**config.mk**
```make
export PLATFORM = sky130hd
export DESIGN_NAME = pixel_streamer
export DESIGN_NICKNAME = d
export VERILOG_FILES = /design/src/rtl/edge_pkg.sv /design/src/rtl/pix_fifo2.sv /design/src/rtl/pixel_streamer.sv
export SDC_FILE = /design/constraint.sdc
export NUM_CORES = 1
export LEC_CHECK = 0
export ABC_CLOCK_PERIOD_IN_PS = 2500
export CAP_MARGIN = 20
export CORE_MARGIN = 8
export CORE_UTILIZATION = 35
export DETAILED_ROUTE_END_ITERATION = 16
export GPL_TIMING_DRIVEN = 0
export SKIP_CTS_REPAIR_TIMING = 1
export SYNTH_ARGS = -nofsm -noshare
export SYNTH_HDL_FRONTEND = slang
export SYNTH_SLANG_ARGS = --single-unit
export TNS_END_PERCENT = 5
```
**constraint.sdc**
```tcl
create_clock -name clock -period 2.5 [get_ports clock]
set_input_delay 0.375 -clock clock [delete_from_list [all_inputs] [get_ports clock]]
set_output_delay 0.375 -clock clock [all_outputs]
set_load 0.01 [all_outputs]
```
**src/rtl/edge_pkg.sv**
```systemverilog
// ============================================================================
// edge_pkg : shared types and default frame geometry for the edge pipeline
// Rev 1.0
// ============================================================================
`default_nettype none

package edge_pkg;

    localparam int DEF_IMG_WIDTH  = 540;
    localparam int DEF_IMG_HEIGHT = 540;

    typedef logic [7:0] pix_t;

    typedef enum logic [1:0] {
        IDLE  = 2'd0,
        RUN   = 2'd1,
        FLUSH = 2'd2,
        DONE  = 2'd3
    } streamer_state_t;

endpackage

`default_nettype wire

```
**src/rtl/pix_fifo2.sv**
```systemverilog
// ============================================================================
// pix_fifo2 : two-entry pixel FIFO absorbing frame-memory read returns
// Rev 1.0
// ============================================================================
`default_nettype none

module pix_fifo2
    import edge_pkg::*;
(
    input  logic       clock,
    input  logic       reset_n,
    input  logic       push,
    input  pix_t       push_data,
    input  logic       pop,
    output pix_t       head,
    output logic [1:0] count,
    output logic       not_empty
);

    pix_t       r_slot0;
    pix_t       r_slot1;
    logic       r_wr_ptr;
    logic       r_rd_ptr;
    logic [1:0] r_count;

    // The producer never pushes into a full FIFO and never pops an empty one.
    always_ff @(posedge clock or negedge reset_n) begin
        if (!reset_n) begin
            r_slot0  <= '0;
            r_slot1  <= '0;
            r_wr_ptr <= 1'b0;
            r_rd_ptr <= 1'b0;
            r_count  <= 2'd0;
        end else begin
            if (push) begin
                if (r_wr_ptr) r_slot1 <= push_data;
                else          r_slot0 <= push_data;
                r_wr_ptr <= ~r_wr_ptr;
            end
            if (pop) r_rd_ptr <= ~r_rd_ptr;
            case ({push, pop})
                2'b10:   r_count <= r_count + 2'd1;
                2'b01:   r_count <= r_count - 2'd1;
                default: r_count <= r_count;
            endcase
        end
    end

    assign head      = r_rd_ptr ? r_slot1 : r_slot0;
    assign count     = r_count;
    assign not_empty = (r_count != 2'd0);

endmodule

`default_nettype wire

```
**src/rtl/pixel_streamer.sv**
```systemverilog
// ============================================================================
// pixel_streamer : streams a raster frame from memory into the 3x3 line buffer
// and flags complete interior windows with their centre coordinates. Rev 1.0
// ============================================================================
`default_nettype none

module pixel_streamer
    import edge_pkg::*;
#(
    parameter  int IMG_WIDTH  = DEF_IMG_WIDTH,
    parameter  int IMG_HEIGHT = DEF_IMG_HEIGHT,
    parameter  int ADDR_WIDTH = $clog2(IMG_WIDTH * IMG_HEIGHT),
    localparam int ROW_W      = $clog2(IMG_HEIGHT),
    localparam int COL_W      = $clog2(IMG_WIDTH)
) (
    input  logic                  clock,
    input  logic                  reset_n,
    input  logic                  start,
    output logic                  busy,
    output logic                  done,
    output logic                  frame_clear,
    output logic                  mem_rd_en,
    output logic [ADDR_WIDTH-1:0] mem_addr,
    input  pix_t                  mem_rd_data,
    input  logic                  out_ready,
    output logic                  shift_en,
    output pix_t                  pixel_out,
    output logic                  window_valid,
    output logic [ROW_W-1:0]      center_row,
    output logic [COL_W-1:0]      center_col
);

    localparam int NPIX  = IMG_WIDTH * IMG_HEIGHT;
    localparam int CNT_W = $clog2(NPIX + 1);

    localparam logic [ADDR_WIDTH-1:0] LAST_ADDR   = ADDR_WIDTH'(NPIX - 1);
    localparam logic [ADDR_WIDTH-1:0] ADDR_ONE    = ADDR_WIDTH'(1);
    localparam logic [CNT_W-1:0]      CNT_ONE     = CNT_W'(1);
    localparam logic [CNT_W-1:0]      CENTER_FROM = CNT_W'(IMG_WIDTH + 1);
    localparam logic [CNT_W-1:0]      VALID_FROM  = CNT_W'(2 * IMG_WIDTH + 2);
    localparam logic [COL_W-1:0]      COL_LAST    = COL_W'(IMG_WIDTH - 1);
    localparam logic [COL_W-1:0]      COL_MAX     = COL_W'(IMG_WIDTH - 2);
    localparam logic [COL_W-1:0]      COL_ONE     = COL_W'(1);
    localparam logic [ROW_W-1:0]      ROW_ONE     = ROW_W'(1);

    streamer_state_t r_state;
    streamer_state_t w_next_state;

    logic [ADDR_WIDTH-1:0] r_rd_addr;
    logic                  r_inflight;
    logic [1:0]            w_fifo_count;
    logic                  w_fifo_not_empty;
    logic [2:0]            w_occ;
    logic                  w_room;
    logic [CNT_W-1:0]      r_shift_cnt;
    logic [ROW_W-1:0]      r_c_row;
    logic [COL_W-1:0]      r_c_col;

    pix_fifo2 u_fifo (
        .clock     (clock),
        .reset_n   (reset_n),
        .push      (r_inflight),
        .push_data (mem_rd_data),
        .pop       (shift_en),
        .head      (pixel_out),
        .count     (w_fifo_count),
        .not_empty (w_fifo_not_empty)
    );

    assign shift_en = w_fifo_not_empty & out_ready;

    // Occupancy counts the read already in flight, so a new read never overflows.
    assign w_occ  = {1'b0, w_fifo_count} + {2'b00, r_inflight} - {2'b00, shift_en};
    assign w_room = (w_occ < 3'd2);

    assign mem_addr = (r_state == RUN) ? r_rd_addr : '0;

    always_ff @(posedge clock or negedge reset_n) begin
        if (!reset_n) r_state <= IDLE;
        else          r_state <= w_next_state;
    end

    // The first read goes out on the start cycle itself.
    always_comb begin
        w_next_state = r_state;
        frame_clear  = 1'b0;
        mem_rd_en    = 1'b0;
        done         = 1'b0;
        busy         = 1'b1;
        case (r_state)
            IDLE: begin
                busy = start;
                if (start) begin
                    frame_clear  = 1'b1;
                    mem_rd_en    = 1'b1;
                    w_next_state = RUN;
                end
            end
            RUN: begin
                mem_rd_en = w_room;
                if (w_room && (r_rd_addr == LAST_ADDR)) w_next_state = FLUSH;
            end
            FLUSH: begin
                if (!w_fifo_not_empty && !r_inflight) w_next_state = DONE;
            end
            DONE: begin
                done         = 1'b1;
                w_next_state = IDLE;
            end
            default: w_next_state = IDLE;
        endcase
    end

    always_ff @(posedge clock or negedge reset_n) begin
        if (!reset_n) begin
            r_rd_addr  <= '0;
            r_inflight <= 1'b0;
        end else begin
            r_inflight <= mem_rd_en;
            if (frame_clear)
                r_rd_addr <= ADDR_ONE;
            else if ((r_state == RUN) && mem_rd_en && (r_rd_addr != LAST_ADDR))
                r_rd_addr <= r_rd_addr + ADDR_ONE;
        end
    end

    // Centre counters start once pixel W+1 is shifted (centre index 0).
    always_ff @(posedge clock or negedge reset_n) begin
        if (!reset_n) begin
            r_shift_cnt  <= '0;
            r_c_row      <= '0;
            r_c_col      <= '0;
            window_valid <= 1'b0;
            center_row   <= '0;
            center_col   <= '0;
        end else if (frame_clear) begin
            r_shift_cnt  <= '0;
            r_c_row      <= '0;
            r_c_col      <= '0;
            window_valid <= 1'b0;
        end else begin
            window_valid <= 1'b0;
            if (shift_en) begin
                r_shift_cnt <= r_shift_cnt + CNT_ONE;
                if (r_shift_cnt >= CENTER_FROM) begin
                    window_valid <= (r_shift_cnt >= VALID_FROM) &&
                                    (r_c_col >= COL_ONE) && (r_c_col <= COL_MAX);
                    center_row   <= r_c_row;
                    center_col   <= r_c_col;
                    if (r_c_col == COL_LAST) begin
                        r_c_col <= '0;
                        r_c_row <= r_c_row + ROW_ONE;
                    end else begin
                        r_c_col <= r_c_col + COL_ONE;
                    end
                end
            end
        end
    end

endmodule

`default_nettype wire

```
; ---- Word level (Yosys, flattened, before mapping)
; Cells that the tools add are included.
[word_totals]
regBits = 102
output_inout_bits = 53
[classes]
reduce_logical = 21
bitwise_logic = 4
n_addsub = 8
mux = 27
n_eq_ne = 11
n_lt_le_gt_ge = 5
[op_table]
columns = operator, count
row1 = $mux 19, 5
row2 = $mux 10, 8
row3 = $add 19x1->19 const B, 2
row4 = $add 10x1->10 const B, 2
row5 = $eq 19x19->1 const B, 1
row6 = $ge 19x10->1 const B, 1
row7 = $ge 19x11->1 const B, 1
row8 = $ne 19x19->1 const B, 1
row9 = $reduce_bool 2->1, 6
row10 = $eq 10x10->1 const B, 1
row11 = $ge 10x1->1 const B, 1
row12 = $le 10x10->1 const B, 1
row13 = $reduce_and 3->1, 3
row14 = $mux 8, 1
row15 = $pmux 2 s4, 1
row16 = $mux 1, 7
row17 = $eq 2x2->1 const B, 3
row18 = $logic_and 1x1->1, 6
row19 = $mux 2, 3
row20 = $ne 2x2->1 const B, 3
row21 = $reduce_and 2->1, 3
row22 = $eq 2x1->1 const B, 2
row23 = $pmux 2 s2, 1
row24 = $add 2x1->3, 1
row25 = other kinds (9), 12

; ---- Depth between registers and ports, before layout
; Gate-level depths: netlist of the first run.
[logic_depth]
depth_word = 9
mapped_depth = 10
ltp_nobuf = 9

; ---- By module
; From an unflattened synthesis of the first run, not the netlist that was laid out.
[hier_totals]
hier_cells = 507
hier_area_um2 = 5291.3
[modules_own_cells]
columns = module, seq_area_each_um2, cells_each, n_inst, area_per_inst_um2
row1 = pixel_streamer, 2052.0, 451, 1, 4428.0
row2 = pix_fifo2, 500.5, 56, 1, 863.3

; ---- Least setup slack after synthesis of the first run
; OpenSTA, ideal clock, no wires.
[synth_timing]
path_type = reg2reg
from = reg u_fifo.r_count[1], in the netlist u_fifo.count[1]
to = reg r_rd_addr[8]
path_slack_ns = -0.170
stages_incl_launch_ff = 11
path_buffers = 1
t_required_ns = 2.380
setup_time_ns = 0.120
period_less_slack_ns = 2.670
t_arrival_ns = 2.550
cell_sequence = dfrtp_1 > clkbuf_1 > nand2_1 > nor2_1 > o21ai_0 > fa_1 > xnor2_1 > nand3_1 > a211oi_1 > a21oi_1 > a31o_2
[synth_between]
elab_chain_len = 8
[synth_rtl]
columns = item, line_no
row1 = from (decl), pix_fifo2.sv:24  ; logic [1:0] r_count;
row2 = from (signal assigned), pix_fifo2.sv:42  ; 2'b10: r_count <= r_count + 2'd1;
row3 = from (signal assigned), pix_fifo2.sv:43  ; 2'b01: r_count <= r_count - 2'd1;
row4 = from (signal assigned), pix_fifo2.sv:44  ; default: r_count <= r_count;
row5 = branches (longest 2 deep; another with $add 2x1->3), --
row6 = $sub 3x1->3 *, pixel_streamer.sv:73  ; assign w_occ = {1'b0, w_fifo_count} + {2'b00, r_inflight} - {2'b00, shift_en};
row7 = $lt 3x2->1 *, pixel_streamer.sv:74  ; assign w_room = (w_occ < 3'd2);
row8 = $pmux 1 s2 *, pixel_streamer.sv:90  ; case (r_state)
row9 = $logic_and 1x1->1 * (2 in a row), pixel_streamer.sv:122  ; else if ((r_state == RUN) && mem_rd_en && (r_rd_addr != LAST_ADDR))
row10 = $reduce_bool 2->1 (no source line) *, --
row11 = to (signal assigned), pixel_streamer.sv:123  ; r_rd_addr <= r_rd_addr + ADDR_ONE;
row12 = to (decl), pixel_streamer.sv:49  ; logic [ADDR_WIDTH-1:0] r_rd_addr;
; Every way passes the cells marked *.
; A chain may end at the register's enable or synchronous reset.

; ---- Final worst setup path of the first run
[layout_timing]
from = reg r_rd_addr[5]
to = reg r_state[1]
[layout_between]
elab_chain_len = 4
[layout_rtl]
columns = item, line_no
row1 = $eq 19x19->1, pixel_streamer.sv:101  ; if (w_room && (r_rd_addr == LAST_ADDR)) w_next_state = FLUSH;
row2 = $logic_and 1x1->1, pixel_streamer.sv:101
row3 = $ne 2x2->1 (no source line), --
row4 = $reduce_and 3->1 (no source line), --
row5 = to (signal assigned), pixel_streamer.sv:80  ; else r_state <= w_next_state;
row6 = to (decl), pixel_streamer.sv:46  ; streamer_state_t r_state;
; Every way passes these cells.

==> results of run 1 <==
==> synthesized netlist by cell type (9+ instances only) <==
master,n,area share (%)
a21oi_1,32,3.1
and2_1,20,2.4
clkbuf_1,18,1.3
dfrtp_1,102,49
ha_1,13,3.1
inv_1,15,1.1
mux2_2,45,9.7
nand2_1,36,2.6
nand3_1,22,2.1
nand4_1,10,1.2
nor2_1,38,2.7
nor3_1,9,0.86
o21ai_0,14,1.3
o31ai_1,11,1.6
or3_1,11,1.3
or4_1,14,2.0
xnor2_1,22,3.7
==> cell families (layout without fill, tap and decap cells) <==
logic type	count (synthesis)	count (layout)	share of synthesized area, %
multiplexers	46	46	9.88
AO/OA/AOI/OAI	90	90	11.0
flip-flops	102	102	48.8
XOR/XNOR	29	29	4.85
AND/OR/NAND/NOR	186	186	19.0
buffers and inverters	38	126	2.92
adder cells (fa/ha/maj)	14	14	3.49
==> final timing paths <==
kind                       depth (start not counted)            start               to  slack [ps]
setup / recovery                                   5     r_rd_addr[5]       r_state[1]         0.2
hold / removal                                     1          reset_n    center_col[8]          70
setup reg to reg                                   5     r_rd_addr[5]       r_state[1]         0.2
hold reg to reg                                    1  u_fifo.r_wr_ptr  u_fifo.r_wr_ptr         490
max in group asynchronous                          2          reset_n    r_rd_addr[16]        1740
min in group clock                                 1  u_fifo.r_wr_ptr  u_fifo.r_wr_ptr         490
==> metrics by stage <==
step	utilization [%]	cells	worst slack [ps]	total power [W]
2_1_floorplan	-	505	10.9	0.00305
3_3_place_gp	42.0	753	-2830	0.00364
3_5_place_dp	42.2	755	-823	0.00370
4_1_cts	44.0	770	-901	0.00501
5_1_grt	45.4	777	-174	0.00546
6_report	45.4	777	0.228	0.00513
==> state kept, by name, indices dropped and copies added (netlist names) <==
register	cells
r_shift_cnt	19
r_c_col	10
r_c_row	10
u_fifo.count	2
u_fifo.r_slot0	8
u_fifo.r_slot1	8
window_valid	1
r_state	2
center_row	10
center_col	10
r_rd_addr	19
u_fifo.r_rd_ptr	1
r_inflight	1
u_fifo.r_wr_ptr	1
==> per-layer routing <==
metal  vias to the layer above  track usage (%)  routed length, µm
met3                        13             3.12                517
met1                      2023             16.9               5740
li1                       1987                -                  -
met5                         -                0                  0
met2                        76             20.8               6050
met4                         0             5.09                188
==> worst max-delay path, cell delays in order, from the launching register on <==
cell and delay [ps]:
dfrtp_1 440, or4_1 590, nor4_4 530, nand4_1 210
a21oi_1 260, mux2_2 360
==> final cells by class <==
| cell class | instances | area (µm²) |
|---|---|---|
| Multi-Input combinational cell | 365 | 2670 |
| Timing Repair Buffer | 74 | 741 |
| Clock buffer | 10 | 229 |
| Sequential cell | 102 | 2550 |
| Inverter | 16 | 60.1 |
| Tap cell | 184 | 230 |
| Buffer | 21 | 111 |
| Clock inverter | 5 | 37.5 |
| Fill cell | 1363 | 7960 |
==> power breakdown <==
part / internal [W] / switching, W
combinational: 0.000896 / 0.000844
clock: 0.000672 / 0.000619
sequential: 0.00189 / 0.000211
total: 0.00346 / 0.00167
==> flow_summary.ini, run 1 <==
[logic_synthesis]
synthArstFlopShare_pct = 100
synthesis.area_um2 = 5230
ys_seq_area_share_pct = 48.8
synth_nets = 531
yosysWarnings = 0
synth.distinct_cells = 49
syn_area_per_cell_um2 = 10.4
ys_seq_elements = 102
synth_cells = 505
synth-main-ff-cell = dfrtp_1
synth_edf_count = 0

[routing]
wire_per_inst_um = 16.1
antenna_left = 0
drt_iter0_drc = 330
drcViolationCount = 0
dr.pass1.iters = 4
wirelength_um = 12500
avgViaCountPerCell = 5.28
dr_total_vias = 4099

[clock_tree]
clk_latency_ps = 350
numCtsBuffers = 9
cts_htree_levels = 3
ctsLongestPathBuffers = 2
cts_tree = yes
clockRootBuffer = clkbuf_16
clkSinkCount = 102
clk_pin_slew_ps = 70

[timing]
timing.final.crit_share_pct = 100
holdWs_ps = 66.7
drv_slew = 0
fin_crit_ps = 2500
slew_headroom_pct = 44.8
max_slew.worst_pin.slew_ps = 820
max_freq_mhz = 400
finalHoldViolations = 0
finClkSkew_ps = 10.6
fin_tns_setup_ps = 0
setup_viol = 0
rsz0062_at_grt = yes

[global_route]
grt_max_degree = 53
grt_pass1_vias = 4119
grt_pass1_wl_um = 21000
antenna_found_initial = 0
grt_remaining_overflow = 0
gr-usage-all-layers_pct = 13.1

[critical_path]
cp_data_arrival_time_ps = 2730
worstPathRequired_ps = 2730
end_kind = flip-flop
crit_path_max_fanout = 8
startpoint_type = flip-flop
crit_type = flip-flop to flip-flop

[die]
start_util_pct = 35.9
dieWidth_um = 138
io_pins = 65
coreArea_um2 = 14600
rows = 44
dieArea_um2 = 19100
die_h_um = 138

[layout]
n_antenna_cell = 0
area_delta_synth_final_pct = 26.7
drive_gt1_share_pct = 18.0
nNetsFinal = 615
final_cell_mix = dfrtp_1 (101), clkdlybuf4s50_1 (60), mux2_2 (45), nor2_1 (37), nand2_1 (34)
stdcell_area_um2 = 6630
final_common_cell = dfrtp_1

[place]
dpl_cell_area_um2 = 6150
hpwl_um = 8670
io_buffers = 64
gp_congestion = 0.799

[worst_hold_path]
worstHoldPathType = primary input to async pin

[power_and_ir_drop]
p_leak_nw = 2.76
ir_worst_vdd_v = 0.000427
p_per_area_nw_per_um2 = 774

[job]
maxCapViolCount = 0

[run_status]
status = completed
Note: power is estimated with default switching activity, not from simulation.
==> run 2: changes to the inputs <==
--- a/config.mk
+++ b/config.mk
@@ -5,7 +5,6 @@
 export SDC_FILE = /design/constraint.sdc
 export NUM_CORES = 1
 export LEC_CHECK = 0
-export ABC_CLOCK_PERIOD_IN_PS = 2500
 export CAP_MARGIN = 20
 export CORE_MARGIN = 8
 export CORE_UTILIZATION = 35
==> constraint.sdc (replaced) <==
create_clock -name clock -period 2.8 [get_ports clock]
set_input_delay 0.42 -clock clock [delete_from_list [all_inputs] [get_ports clock]]
set_output_delay 0.42 -clock clock [all_outputs]
set_load 0.01 [all_outputs]
==> flow_summary.ini, run 2 (same netlist as run 1, synthesis figures left out) <==
[routing]
avgViaCountPerCell = 5.33
dr.pass1.iters = 5
wire_per_inst_um = 16.2
antenna_left = 0
drcViolationCount = 0
drt_iter0_drc = 283
wirelength_um = 12500
dr_total_vias = 4116

[run_status]
status = completed

[layout]
area_delta_synth_final_pct = 24.2
n_fill_cell = 1385
final_common_cell = dfrtp_1
nNetsFinal = 609
n_antenna_cell = 0
multi_input_area_um2 = 2600
final_cell_mix = dfrtp_1 (102), clkdlybuf4s50_1 (60), mux2_2 (45), nor2_1 (37), nand2_1 (35)
stdcell_area_um2 = 6500
top_regs = r_rd_addr: 19 flops, r_shift_cnt: 19 flops
drive_gt1_share_pct = 15.3
seqCellArea_um2 = 2550

[job]
maxCapViolCount = 0

[timing]
max_slew.worst_pin.slew_ps = 604
max_freq_mhz = 369
fin_tns_setup_ps = 0
holdWs_ps = 57.0
drv_slew = 0
timing.final.crit_share_pct = 96.8
fin_crit_ps = 2710
setup_viol = 0
finClkSkew_ps = 10.6
finalHoldViolations = 0
fin_ws_ps = 89.2
slew_headroom_pct = 59.5
rsz0062_at_grt = yes

[die]
dieWidth_um = 138
dieArea_um2 = 19100
coreArea_um2 = 14600
io_pins = 65
die_h_um = 138
start_util_pct = 35.9
rows = 44

[clock_tree]
ctsLongestPathBuffers = 2
numCtsBuffers = 9
cts_htree_levels = 3
clockRootBuffer = clkbuf_16
clk_pin_slew_ps = 70
clkSinkCount = 102
cts_tree = yes
clk_latency_ps = 350

[critical_path]
crit_path_max_fanout = 8
cp-startpoint = u_fifo.count[1]
crit_type = flip-flop to output pin
cp_data_arrival_time_ps = 2290
worstPathRequired_ps = 2380
r2r-start = u_fifo.count[1]
end_kind = output pin
startpoint_type = flip-flop

[global_route]
grt_pass1_wl_um = 21600
grt_remaining_overflow = 0
grt_pass1_vias = 4217
gr-usage-all-layers_pct = 13.5
grt_max_degree = 62
antenna_found_initial = 0

[place]
pre_cts_ws_ps = -900
hpwl_um = 8900
dpl_cell_area_um2 = 6130
gp_congestion = 0.819
io_buffers = 64

[power_and_ir_drop]
p_per_area_nw_per_um2 = 696
p_leak_nw = 2.68
ir_worst_vdd_v = 0.000319
power_w = 0.00452

[worst_hold_path]
worstHoldPathType = primary input to async pin
run 2: cell type report:
cell class	count	share of cell area, %
clock buffer	10	3.52
multi-input combinational	365	40.0
sequential	102	39.3
tap	184	3.54
buffer	22	1.66
clock inverter	6	0.712
timing repair buffer	67	10.4
inverter	16	0.924
run 2: final timing paths:
check                      cells past startpoint  slack [ps]            end
max in group asynchronous                      2        2040   r_rd_addr[8]
setup / recovery                               9          90      mem_rd_en
hold / removal                                 1          60  center_col[5]
min in group clock                             1         510  center_col[6]
hold reg to reg                                1         510  center_col[6]
setup reg to reg                              10         220  r_rd_addr[15]
run 2: through the flow:
step                cells  util (%)
finish                772      44.6
global route          772      44.6
CTS                   771      43.9
detailed placement    755      42.0
global placement      753      41.8
floorplan             505         -
run 2: routing by layer:
layer | part of all wire [%] | wire [µm] | track usage [%] | vias up
li1 | - | - | - | 1994
met1 | 47 | 5840 | 17.3 | 2038
met2 | 47 | 5920 | 21.3 | 67
met3 | 4.0 | 504 | 3.08 | 17
met4 | 1.8 | 228 | 5.61 | 0
met5 | 0 | 0 | 0 | -
run 2: worst max-delay path, cell delays in order (launching register included):
cell      delay [ps]
dfrtp_1          380
buf_6            160
nand2_1          110
nor2_4           150
o21ai_2          100
fa_2             420
xnor2_4          200
nand3_4          160
nand2_4          120
clkbuf_2         140
run 2: where the power goes:
part	internal (W)	leakage, nW	switching (W)	total [W]
Clock	0.000608	0.129	0.000578	0.00119
Combinational	0.000733	1.19	0.000749	0.00148
Sequential	0.00169	1.37	0.000169	0.00186
==> run 3: changes to the inputs <==
--- a/config.mk
+++ b/config.mk
@@ -8,6 +8,7 @@
 export CAP_MARGIN = 20
 export CORE_MARGIN = 8
 export CORE_UTILIZATION = 35
+export CTS_BUF_LIST = sky130_fd_sc_hd__clkbuf_16
 export DETAILED_ROUTE_END_ITERATION = 16
 export GPL_TIMING_DRIVEN = 0
 export SKIP_CTS_REPAIR_TIMING = 1
==> flow_summary.ini, run 3 (same netlist as run 1, synthesis figures left out) <==
[run_status]
status = completed

[timing]
fin_crit_ps = 2710
setup_viol = 0
finalHoldViolations = 0
slew_headroom_pct = 59.5
fin_tns_setup_ps = 0
rsz0062_at_grt = yes
finClkSkew_ps = 10.6
max_freq_mhz = 369
max_slew.worst_pin.slew_ps = 604
drv_slew = 0
timing.final.crit_share_pct = 96.8

[critical_path]
path_cells = buf_6 -> nand2_1 -> nor2_4 -> o21ai_2 -> fa_2 -> xnor2_4 -> nand3_4 -> nand2_4 -> clkbuf_2
cp_data_arrival_time_ps = 2290
end_kind = output pin
startpoint_type = flip-flop
slowest_stage = fa_2
worstPathRequired_ps = 2380
critPathMaxStageDelay_ps = 420
crit_type = flip-flop to output pin
crit_path_max_fanout = 8

[global_route]
gr-usage-all-layers_pct = 13.5
grt_pass1_vias = 4217
grt_remaining_overflow = 0
grt_max_degree = 62
antenna_found_initial = 0
grt_pass1_wl_um = 21600

[layout]
area_delta_synth_final_pct = 24.2
final_common_cell = dfrtp_1
final_cell_mix = dfrtp_1 (102), clkdlybuf4s50_1 (60), mux2_2 (45), nor2_1 (37), nand2_1 (35)
n_fill_cell = 1385
nNetsFinal = 609
top_regs = r_rd_addr: 19 flops, r_shift_cnt: 19 flops
drive_gt1_share_pct = 15.3
fin_util_pct = 44.6
n_antenna_cell = 0

[job]
maxCapViolCount = 0

[routing]
antenna_left = 0
avgViaCountPerCell = 5.33
drcViolationCount = 0
dr_total_vias = 4117
drt_iter0_drc = 283
wire_per_inst_um = 16.2
dr.pass1.iters = 5
wirelength_um = 12500

[clock_tree]
clk_latency_ps = 350
clockRootBuffer = clkbuf_16
clkSinkCount = 102
clk_pin_slew_ps = 70
cts_tree = yes
cts_htree_levels = 3
numCtsBuffers = 9
ctsLongestPathBuffers = 2

[die]
dieWidth_um = 138
io_pins = 65
dieArea_um2 = 19100
die_h_um = 138
rows = 44
start_util_pct = 35.9
coreArea_um2 = 14600

[power_and_ir_drop]
p_leak_nw = 2.69
ir_worst_vdd_v = 0.000319
power_w = 0.00452
p_per_area_nw_per_um2 = 695

[place]
hpwl_um = 8900
gp_congestion = 0.819
io_buffers = 64

[worst_hold_path]
worstHoldPathType = primary input to async pin
==> run 3: cell types whose count changed in the layout (fill, tap and decap cells not counted) <==
cell / previous run / this run
clkbuf_1: 16 / 15
inv_1: 15 / 16
==> run 3: critical path: cells and delay by family, from the launching register on <==
| family | cells | cell delay, ps |
|---|---|---|
| flip-flops | 1 | 380 |
| buffers and inverters | 2 | 300 |
| XOR/XNOR | 1 | 200 |
| AND/OR/NAND/NOR | 4 | 540 |
| AO/OA/AOI/OAI | 1 | 100 |
| adder cells (fa/ha/maj) | 1 | 420 |
==> run 3: routing by layer <==
layer / track usage [%] / wire, µm
met1: 17.3 / 5830
met3: 3.08 / 504
met2: 21.3 / 5920
met4: 5.61 / 228
met5: 0 / 0
==> run 3: layout make-up <==
class                      count  area, µm²  share of cell area, %
inverter                      16       60.1                  0.924
sequential                   102       2550                   39.3
clock buffer                   9        225                   3.46
buffer                        22        108                   1.66
clock inverter                 7       50.0                  0.770
timing repair buffer          67        678                   10.4
tap                          184        230                   3.54
multi-input combinational    365       2600                   40.0
==> run 3: path summary, 6_finish.rpt <==
path | cells past startpoint | end | slack [ps] | start
min in group clock | 1 | center_col[6] | 510 | center_col[6]
setup reg to reg | 10 | r_rd_addr[15] | 220 | u_fifo.count[1]
hold / removal | 1 | center_col[5] | 60 | reset_n
hold reg to reg | 1 | center_col[6] | 510 | center_col[6]
setup / recovery | 9 | mem_rd_en | 90 | u_fifo.count[1]
max in group asynchronous | 2 | r_rd_addr[8] | 2040 | reset_n
==> run 3: power by group <==
group	total [W]	switching [W]	internal (W)
sequential	0.00186	0.000169	0.00169
combinational	0.00148	0.000749	0.000733
clock	0.00118	0.000578	0.000605
total	0.00452	0.00150	0.00302
==> run 3: metrics by stage <==
step | std cells | hold WS, ps | instance area (µm²) | worst slack, ps
finish | 772 | 57.0 | 6500 | 89.2
global route | 772 | 103 | 6500 | -63.4
CTS | 771 | 80.4 | 6410 | -973
global placement | 753 | 475 | 6100 | -2600
detailed placement | 755 | 456 | 6130 | -900
floorplan | 505 | 124 | 5230 | 130
